### src/rtl/seg_pkg.sv
// Shared segment definitions for the 7-segment scan driver.
// Bit order of seg_t is a (MSB) .. g (LSB), so '0' decodes to 7'h7E.
package seg_pkg;

    typedef struct packed {
        logic a;
        logic b;
        logic c;
        logic d;
        logic e;
        logic f;
        logic g;
    } seg_t;

    localparam seg_t OFF_DIGIT  = seg_t'(7'b000_0000);
    localparam seg_t DASH_DIGIT = seg_t'(7'b000_0001);

endpackage

### src/rtl/seg_decode.sv
// BCD to 7-segment decoder. Codes 10..15 are shown as a dash (segment g).
module seg_decode
    import seg_pkg::*;
(
    input  logic [3:0] bcd_i,
    output seg_t       seg_o
);

    // Pure lookup; the caller decides whether the digit is lit.
    always_comb begin
        seg_o = DASH_DIGIT;
        case (bcd_i)
            4'd0: seg_o = seg_t'(7'h7E);
            4'd1: seg_o = seg_t'(7'h30);
            4'd2: seg_o = seg_t'(7'h6D);
            4'd3: seg_o = seg_t'(7'h79);
            4'd4: seg_o = seg_t'(7'h33);
            4'd5: seg_o = seg_t'(7'h5B);
            4'd6: seg_o = seg_t'(7'h5F);
            4'd7: seg_o = seg_t'(7'h70);
            4'd8: seg_o = seg_t'(7'h7F);
            4'd9: seg_o = seg_t'(7'h7B);
            default: seg_o = DASH_DIGIT;
        endcase
    end

endmodule

### src/rtl/seg_scan_driver.sv
// Multiplexed 7-segment scan driver with frame-synchronous double buffering,
// per-digit blank/flash and 4-level PWM brightness.
// Optional macro SEG_SCAN_DEADTIME_EN: blanks the first two cycles of every
// digit slot to suppress ghosting between adjacent digits.
module seg_scan_driver
    import seg_pkg::*;
#(
    parameter int NUM_DIGITS   = 8,
    parameter int SCAN_DIV     = 1024,
    parameter int BLINK_FRAMES = 64
) (
    input  logic                       clk,
    input  logic                       rst,
    input  logic                       load_valid,
    output logic                       load_ready,
    input  logic [NUM_DIGITS-1:0][3:0] load_bcd,
    input  logic [NUM_DIGITS-1:0]      load_blank,
    input  logic [NUM_DIGITS-1:0]      load_flash,
    input  logic [1:0]                 brightness,
    output logic [6:0]                 seg_out,
    output logic [NUM_DIGITS-1:0]      dig_en,
    output logic                       frame_start
);

    localparam int SW = $clog2(SCAN_DIV);
    localparam int DW = $clog2(NUM_DIGITS);
    localparam int FW = (BLINK_FRAMES > 1) ? $clog2(BLINK_FRAMES) : 1;

    // Lit window length in cycles for a brightness code.
    function automatic logic [SW:0] on_time(input logic [1:0] b);
        return (SW+1)'((int'(b) + 1) * (SCAN_DIV / 4));
    endfunction

    // Scan counters
    logic [SW-1:0] slot_q, slot_d;
    logic [DW-1:0] dig_q, dig_d;
    logic [FW-1:0] frame_q, frame_d;
    logic          blink_q, blink_d;

    // Buffers
    logic                       pending_q;
    logic [NUM_DIGITS-1:0][3:0] shd_bcd_q, act_bcd_q;
    logic [NUM_DIGITS-1:0]      shd_blank_q, act_blank_q;
    logic [NUM_DIGITS-1:0]      shd_flash_q, act_flash_q;
    logic [1:0]                 bright_q;

    // Outputs
    seg_t                  seg_q, seg_d;
    logic [NUM_DIGITS-1:0] dig_en_q, dig_en_d;
    logic                  fs_q, fs_d;

    logic       slot_end, dig_last, frame_last, frame_begin, frame_end, xfer, lit;
    logic [1:0] eff_bright;
    logic [3:0] sel_bcd;
    seg_t       dec_seg;

    assign slot_end    = (slot_q == SW'(SCAN_DIV - 1));
    assign dig_last    = (dig_q == DW'(NUM_DIGITS - 1));
    assign frame_last  = (frame_q == FW'(BLINK_FRAMES - 1));
    assign frame_begin = (slot_q == '0) && (dig_q == '0);
    assign frame_end   = slot_end && dig_last;

    // Ready is held low during reset even though pending is already clear.
    assign load_ready = !pending_q && !rst;
    assign xfer       = load_valid && load_ready;

    // Next-state for the slot / digit / frame / blink counter chain.
    always_comb begin
        slot_d  = slot_end ? '0 : slot_q + 1'b1;
        dig_d   = dig_q;
        frame_d = frame_q;
        blink_d = blink_q;
        if (slot_end) begin
            dig_d = dig_last ? '0 : dig_q + 1'b1;
        end
        if (frame_end) begin
            frame_d = frame_last ? '0 : frame_q + 1'b1;
            if (frame_last) begin
                blink_d = ~blink_q;
            end
        end
    end

    // Counter registers.
    always_ff @(posedge clk) begin
        if (rst) begin
            slot_q  <= '0;
            dig_q   <= '0;
            frame_q <= '0;
            blink_q <= 1'b0;
        end else begin
            slot_q  <= slot_d;
            dig_q   <= dig_d;
            frame_q <= frame_d;
            blink_q <= blink_d;
        end
    end

    // Shadow capture on handshake; shadow->active only at the frame boundary.
    // Both cannot happen in one cycle: capture needs pending clear, copy needs it set.
    always_ff @(posedge clk) begin
        if (rst) begin
            pending_q   <= 1'b0;
            shd_bcd_q   <= '0;
            shd_blank_q <= '1;
            shd_flash_q <= '0;
            act_bcd_q   <= '0;
            act_blank_q <= '1;
            act_flash_q <= '0;
        end else if (xfer) begin
            pending_q   <= 1'b1;
            shd_bcd_q   <= load_bcd;
            shd_blank_q <= load_blank;
            shd_flash_q <= load_flash;
        end else if (frame_end && pending_q) begin
            pending_q   <= 1'b0;
            act_bcd_q   <= shd_bcd_q;
            act_blank_q <= shd_blank_q;
            act_flash_q <= shd_flash_q;
        end
    end

    // Brightness is latched at frame start so a frame is uniformly dimmed.
    always_ff @(posedge clk) begin
        if (rst) begin
            bright_q <= '0;
        end else if (frame_begin) begin
            bright_q <= brightness;
        end
    end

    assign sel_bcd = act_bcd_q[dig_q];

    seg_decode u_decode (
        .bcd_i (sel_bcd),
        .seg_o (dec_seg)
    );

    // Lit decision for the current slot cycle; the first frame cycle uses the
    // brightness being sampled right now rather than the stale latch.
    always_comb begin
        eff_bright = frame_begin ? brightness : bright_q;
        lit = ({1'b0, slot_q} < on_time(eff_bright))
              && !act_blank_q[dig_q]
              && !(act_flash_q[dig_q] && blink_q);
`ifdef SEG_SCAN_DEADTIME_EN
        lit = lit && (slot_q >= SW'(2));
`endif
        dig_en_d = '0;
        if (lit) begin
            dig_en_d[dig_q] = 1'b1;
        end
        seg_d = lit ? dec_seg : OFF_DIGIT;
        fs_d  = frame_begin;
    end

    // Output registers, one cycle behind the counter state.
    always_ff @(posedge clk) begin
        if (rst) begin
            seg_q    <= OFF_DIGIT;
            dig_en_q <= '0;
            fs_q     <= 1'b0;
        end else begin
            seg_q    <= seg_d;
            dig_en_q <= dig_en_d;
            fs_q     <= fs_d;
        end
    end

    assign seg_out     = seg_q;
    assign dig_en      = dig_en_q;
    assign frame_start = fs_q;

endmodule

### config.mk
export PLATFORM = sky130hd
export DESIGN_NAME = seg_scan_driver
export DESIGN_NICKNAME = d
export VERILOG_FILES = /design/src/rtl/seg_pkg.sv /design/src/rtl/seg_decode.sv /design/src/rtl/seg_scan_driver.sv
export SDC_FILE = /design/constraint.sdc
export NUM_CORES = 1
export LEC_CHECK = 0
export BUFFER_PORTS_ARGS = -buffer_cell sky130_fd_sc_hd__buf_4
export CAP_MARGIN = 0
export CORE_MARGIN = 2
export CORE_UTILIZATION = 33
export CTS_CLUSTER_DIAMETER = 200
export DETAILED_ROUTE_END_ITERATION = 8
export GPL_TIMING_DRIVEN = 0
export HOLD_SLACK_MARGIN = 0.1
export PLACE_DENSITY = 0.6
export SETUP_SLACK_MARGIN = 0.02
export SYNTH_ARGS = -nofsm -noshare
export SYNTH_HDL_FRONTEND = slang
export SYNTH_SLANG_ARGS = --single-unit
### constraint.sdc
create_clock -name clk -period 3.41 [get_ports clk]
set_input_delay 0.1705 -clock clk [delete_from_list [all_inputs] [get_ports clk]]
set_output_delay 0.1705 -clock clk [all_outputs]
set_load 0.01 [all_outputs]
Yosys cells after proc, flatten, opt, wreduce, memory -nomap -nowiden
Memories as Yosys holds them, arrays and structs flattened. A register that Yosys moved wholly into a read port is not among the register bits.
Cells that the tools add are included.

operators by class
  add/subtract/negate cells = 4
  $lt $le $gt $ge = 3
  equal/unequal tests = 3
  multiplexer cells = 13
  bitwise logic cells = 3
  reductions and logical operators = 20

operators with widths
  cell                                                                number
  binary-select mux 4 bit (select 3 bit)                              1
  < comparator 10 x 11 -> 1 bit                                       1
  adder 10 x 1 -> 10 bit (second input constant)                      1
  == test 10 bit (second input constant)                              1
  zero test 10 bit                                                    1
  logical AND 1 bit                                                   9
  adder 6 x 1 -> 6 bit (second input constant)                        1
  binary-select mux 1 bit (select 3 bit)                              2
  == test 6 bit (second input constant)                               1
  two-way mux 6 bit                                                   1
  two-way mux 1 bit                                                   5
  zero test 1 bit                                                     4
  < comparator 3 x 4 -> 1 bit (second input constant)                 1
  two-way mux 4 bit                                                   1
  AND reduction 2 bit                                                 2
  OR reduction 2 bit                                                  2
  adder 2 x 1 -> 3 bit (second input constant)                        1
  adder 3 x 1 -> 3 bit (second input constant)                        1
  demux 1 bit (select 3 bit)                                          1
  == test 3 bit (second input constant)                               1
  greater-or-equal comparator 3 x 1 -> 1 bit (second input constant)  1
  zero test 3 bit                                                     1
  two-way mux 3 bit                                                   1
  NOT 1 bit                                                           3
  other kinds (2)                                                     2

storage, ports and cells
  flip-flop bits (word level) = 128
  bits in read-only memories = 112
  word-level logic and storage cells = 75
  memories = 1

memories
  name              words  bits a word  read ports  clocked after Yosys merged registers in  write ports  line              source
  (name not given)  16     7            1           1                                        0            seg_decode.sv:12  case (bcd_i)

Longest topological paths before layout
  depth in word-level cells = 9
  depth in mapped cells = 15
  depth with buffers taken out = 13

By module
From an unflattened synthesis, not the netlist that was laid out.

unflattened totals
  cells, all modules = 685
  area, all modules = 5,716.7 µm²

modules (own cells, without submodules)
  module           times used  cells each  area each (µm²)
  seg_scan_driver  1           656         5,491.5
  seg_decode       1           29          225.2

Worst setup path after synthesis
No wires, ideal clock.

  path type = register -> register
  from = register dig_q[0]
  to = register dig_en_q[6], in the netlist dig_en[6]
  library setup time = 74 ps
  arrival = 2,784 ps
  required time = 3,336 ps
  path slack = 552 ps
  stages on the path, launching flop included = 16
  clock period less this slack = 2,858 ps
  cells stage by stage = dfxtp_1 > buf_2 > inv_1 > ha_1 > nor4b_2 > and2_1 > nand2_1 > mux2_2 > ha_1 > inv_1 > ha_1 > a21oi_1 > o221ai_1 > a31o_4 > buf_6 > nor3_2

between the ends
  word-level cells in the longest chain between the ends = 9

RTL lines
  item                                 line                    source
  from (decl)                          seg_scan_driver.sv:36   logic [DW-1:0] dig_q, dig_d;
  from (signal assigned)               seg_scan_driver.sv:93   dig_q <= dig_d;
  zero test 3 bit                      seg_scan_driver.sv:60   assign frame_begin = (slot_q == '0) && (dig_q == '0);
  logical AND 1 bit                    seg_scan_driver.sv:60
  two-way mux 2 bit                    --
  via eff_bright[1]                    seg_scan_driver.sv:53   logic [1:0] eff_bright;
  adder 2 x 1 -> 3 bit                 seg_scan_driver.sv:31   return (SW+1)'((int'(b) + 1) * (SCAN_DIV / 4));
  < comparator 10 x 11 -> 1 bit        seg_scan_driver.sv:143  lit = ({1'b0, slot_q} < on_time(eff_bright))
  logical AND 1 bit                    seg_scan_driver.sv:144  && !act_blank_q[dig_q]
  logical AND 1 bit                    seg_scan_driver.sv:145  && !(act_flash_q[dig_q] && blink_q);
  NOT 1 bit (no source line)           --
  OR reduction 2 bit (no source line)  --
  to (signal assigned)                 seg_scan_driver.sv:165  dig_en_q <= dig_en_d;
  to (decl)                            seg_scan_driver.sv:49   logic [NUM_DIGITS-1:0] dig_en_q, dig_en_d;

The timed path passes the listed nets, and every way through them passes these cells. The select of a mux whose other input is x is not followed.
A chain may end at the register's enable or synchronous reset.

Worst setup path in the final report
  from = register dig_q[1]
  to = register dig_en_q[6], in the netlist dig_en[6]

The elaborated chain is that of the path after synthesis.

==> results.yml <==
global_route:
  grt_pass1_vias: 4638
  antenna_found_initial: 0
  track_usage_pct: 15.79
  grt_max_degree: 17
  grt_first_pass_wirelength_microns: 22180
  overflow: 0
place:
  pre_cts_slack_ns: 0.01031
  dp_hpwl_microns: 9325
  portBuffers: 68
  gp_congestion: 0.7748
hold_path:
  hold_path_class: "in -> reg"
  min_from: "brightness[1]"
timing:
  maxSlewHeadroom_pct: 61.81
  clock.fmax_mhz: 316.7
  rsz0062_at_grt: "false"
  hold_viol: 0
  fin_skew_ns: 0.007823
  setup_tns_ns: 0
  setup_viol: 0
  drv_slew: 0
  post-route-min-period_ns: 3.157
  fin_crit_sh_pct: 92.59
  fin_ws_ns: 0.2527
  worst_pin_slew_ns: 0.5729
layout:
  final_nets: 853
  final_core_util_pct: 45.37
  antennaDiodeCount: 0
  layout.cells.most_common: "nand2_1"
  syn_to_final_growth_pct: 34.53
  layout_common_cells: "nand2_1 (159), dfxtp_1 (134), buf_4 (72)"
  drive_above_1_share_pct: 18.15
worst_setup_path:
  arrival_ns: 3.51
  rrSetupSlack_ns: 0.25
  reg2reg_to: "dig_en[6]"
  cp.required_ns: 3.76
  timing.rr.start: "dig_q[1]"
  crit_end: "dig_en[6]"
  crit_path_start: "dig_q[1]"
  critical_path_class: "reg -> reg"
  startpoint_type: "flip-flop"
  worstRegToRegCells: 15
  critPathCaptureType: "flip-flop"
  worstPathMaxFanout: 10
clock_network:
  numCtsBuffers: 17
  cts_max_level: 4
  clock_path_buffers: 2
  clock_latency_ns: 0.43
  clk_pin_slew_worst_paths_ns: 0.06
  clock-root-buffer: "clkbuf_16"
  cts_tree: "built"
  cts_sinks: 135
route:
  routed_wl_microns: 13270
  post-route-drc-count: 0
  dr.pass1.iters: 4
  viasPerCell: 4.555
  antenna_left: 0
  initialDrtViolationCount: 337
  vias: 4642
  routedWlPerCell_microns: 13.03
logic_synthesis:
  synth-seq-cells: 135
  synth_cell_type_count: 48
  netlist_area_sq_um: 5573
  synth-edff-count: 0
  synth_fp_nets: 715
  dominantRegCellSynth: "dfxtp_1"
  avgSynthCellArea_sq_um: 8.600
  yosysSeqAreaShare_pct: 48.50
  synth_warnings: 0
  synth_cells: 648
  synth_async_sr_flop_share_pct: 0
floorplan:
  die_h_microns: 134.0
  dieArea_sq_um: 17940
  initial_core_util_pct: 33.72
  die_w_microns: 134.0
  fp-row-count: 47
  core_sq_um: 16520
  io_pins: 70
pwr:
  power.leakage_nw: 2.888
  peakVddDrop_v: 0.0003823
  p_per_area_nw_per_um2: 496.4
  power.total_mw: 3.722
run:
  cap_viol_max_count: 0
outcome:
  status: "complete, no violations"
## through the flow
stage	instances	area, sq um	hold slack, ns
finish	1019	7497	0.1288
global route	1019	7497	0.1461
CTS	1017	7450	0.1178
detailed placement	936	6359	0.3709
global placement	936	6359	0.3685
floorplan	648	5573	0.2791
## how the worst min path moves through the flow
stage / slack [ns] / depth (start not counted) / endpoint
finish: 0.13 / 3 / bright_q[1]
global route: 0.15 / 3 / bright_q[0]
CTS: 0.12 / 3 / bright_q[1]
detailed placement: 0.37 / 3 / shd_bcd_q[29]
global placement: 0.37 / 3 / shd_bcd_q[25]
floorplan: 0.28 / 2 / shd_bcd_q[0]
## timing repair
item,CTS,global route
setup endpoints to repair,5,14
endpoints found under the hold margin,49,0
resized for setup,1,8
hold buffers,49,0
gates cloned,0,0
buffers inserted,0,2
## cell families (layout without fill, tap and decap cells)
group	count (synthesis)	after routing	synth area share, %
and+or+nand+nor	295	295	25.19
DFF	135	135	48.50
AOI/OAI and AO/OA	117	117	11.38
buffers and inverters	58	209	4.513
muxes	18	18	5.546
adders and majority gates	14	14	3.143
xor gates and xnor gates	11	11	1.729
## cell type report
type | instances | area [sq um]
Buffer | 45 | 211.5
Inverter | 13 | 52.55
Clock buffer | 19 | 452.9
Sequential cell | 135 | 2704
Tap cell | 220 | 275.3
Clock inverter | 13 | 145.1
Timing Repair Buffer | 119 | 1016
Multi-Input combinational cell | 455 | 2640
Fill cell | 1628 | 9027
## sequential cells by signal, summed over array words and instances, names as in the netlist
| signal | count |
|---|---|
| dig_q | 3 |
| shd_bcd_q | 32 |
| bright_q | 2 |
| frame_q | 6 |
| shd_blank_q | 8 |
| blink_q | 1 |
| pending_q | 1 |
| dig_en | 8 |
| act_flash_q | 8 |
| slot_q | 10 |
| shd_flash_q | 8 |
| act_bcd_q | 32 |
| act_blank_q | 8 |
| frame_start | 1 |
| seg_out | 7 |
## cells in the mapped netlist, types with 2 or more instances
master    count  area, sq um
mux4_2       10        225.2
buf_4         2        15.01
buf_2         8        40.04
nor3_2        4        40.04
nor2_1       35        131.4
nand3b_1      9        67.56
or3_1         3        18.77
and2_1        6        37.54
nand4_1       3        18.77
mux2i_1       5        50.05
mux2_2        3        33.78
nor2b_1       4        25.02
o21ai_0      55        275.3
nor3_1        4        20.02
nand2_1     159        596.8
clkbuf_1     30        112.6
xor2_1        7        61.31
a21oi_1      52        260.3
dfxtp_1     135         2703
nand2b_1     44        275.3
and3_1        4        25.02
ha_1         14        175.2
nor4_1        3        18.77
nand3_1       9        45.04
inv_1        12        45.04
xnor2_1       4        35.03
buf_1         2        7.510
buf_6         2        22.52
## worst max-delay path, stage by stage (launching register included)
cell and delay, ns:
dfxtp_1 0.33, clkbuf_4 0.22, clkinvlp_4 0.15, ha_1 0.20, nor4b_4 0.13, and2_1 0.17
nand2_1 0.09, mux2_2 0.35, ha_1 0.27, inv_1 0.04, ha_1 0.16, a21oi_1 0.23
o221ai_2 0.16, a31o_4 0.26, buf_6 0.15, nor3_2 0.17
## report_power, final
part	internal (mW)	switching, mW
Sequential	1.63	0.0267
Clock	1.12	0.722
Combinational	0.126	0.0978
## routing by layer
layer	global-route usage, %	vias up	wire length, microns
li1	-	2421	-
met1	20.01	2126	6366
met5	0	-	0
met4	5.733	0	214
met3	5.026	16	611
met2	25.27	79	6081
Power figures use the tool's default switching activity.
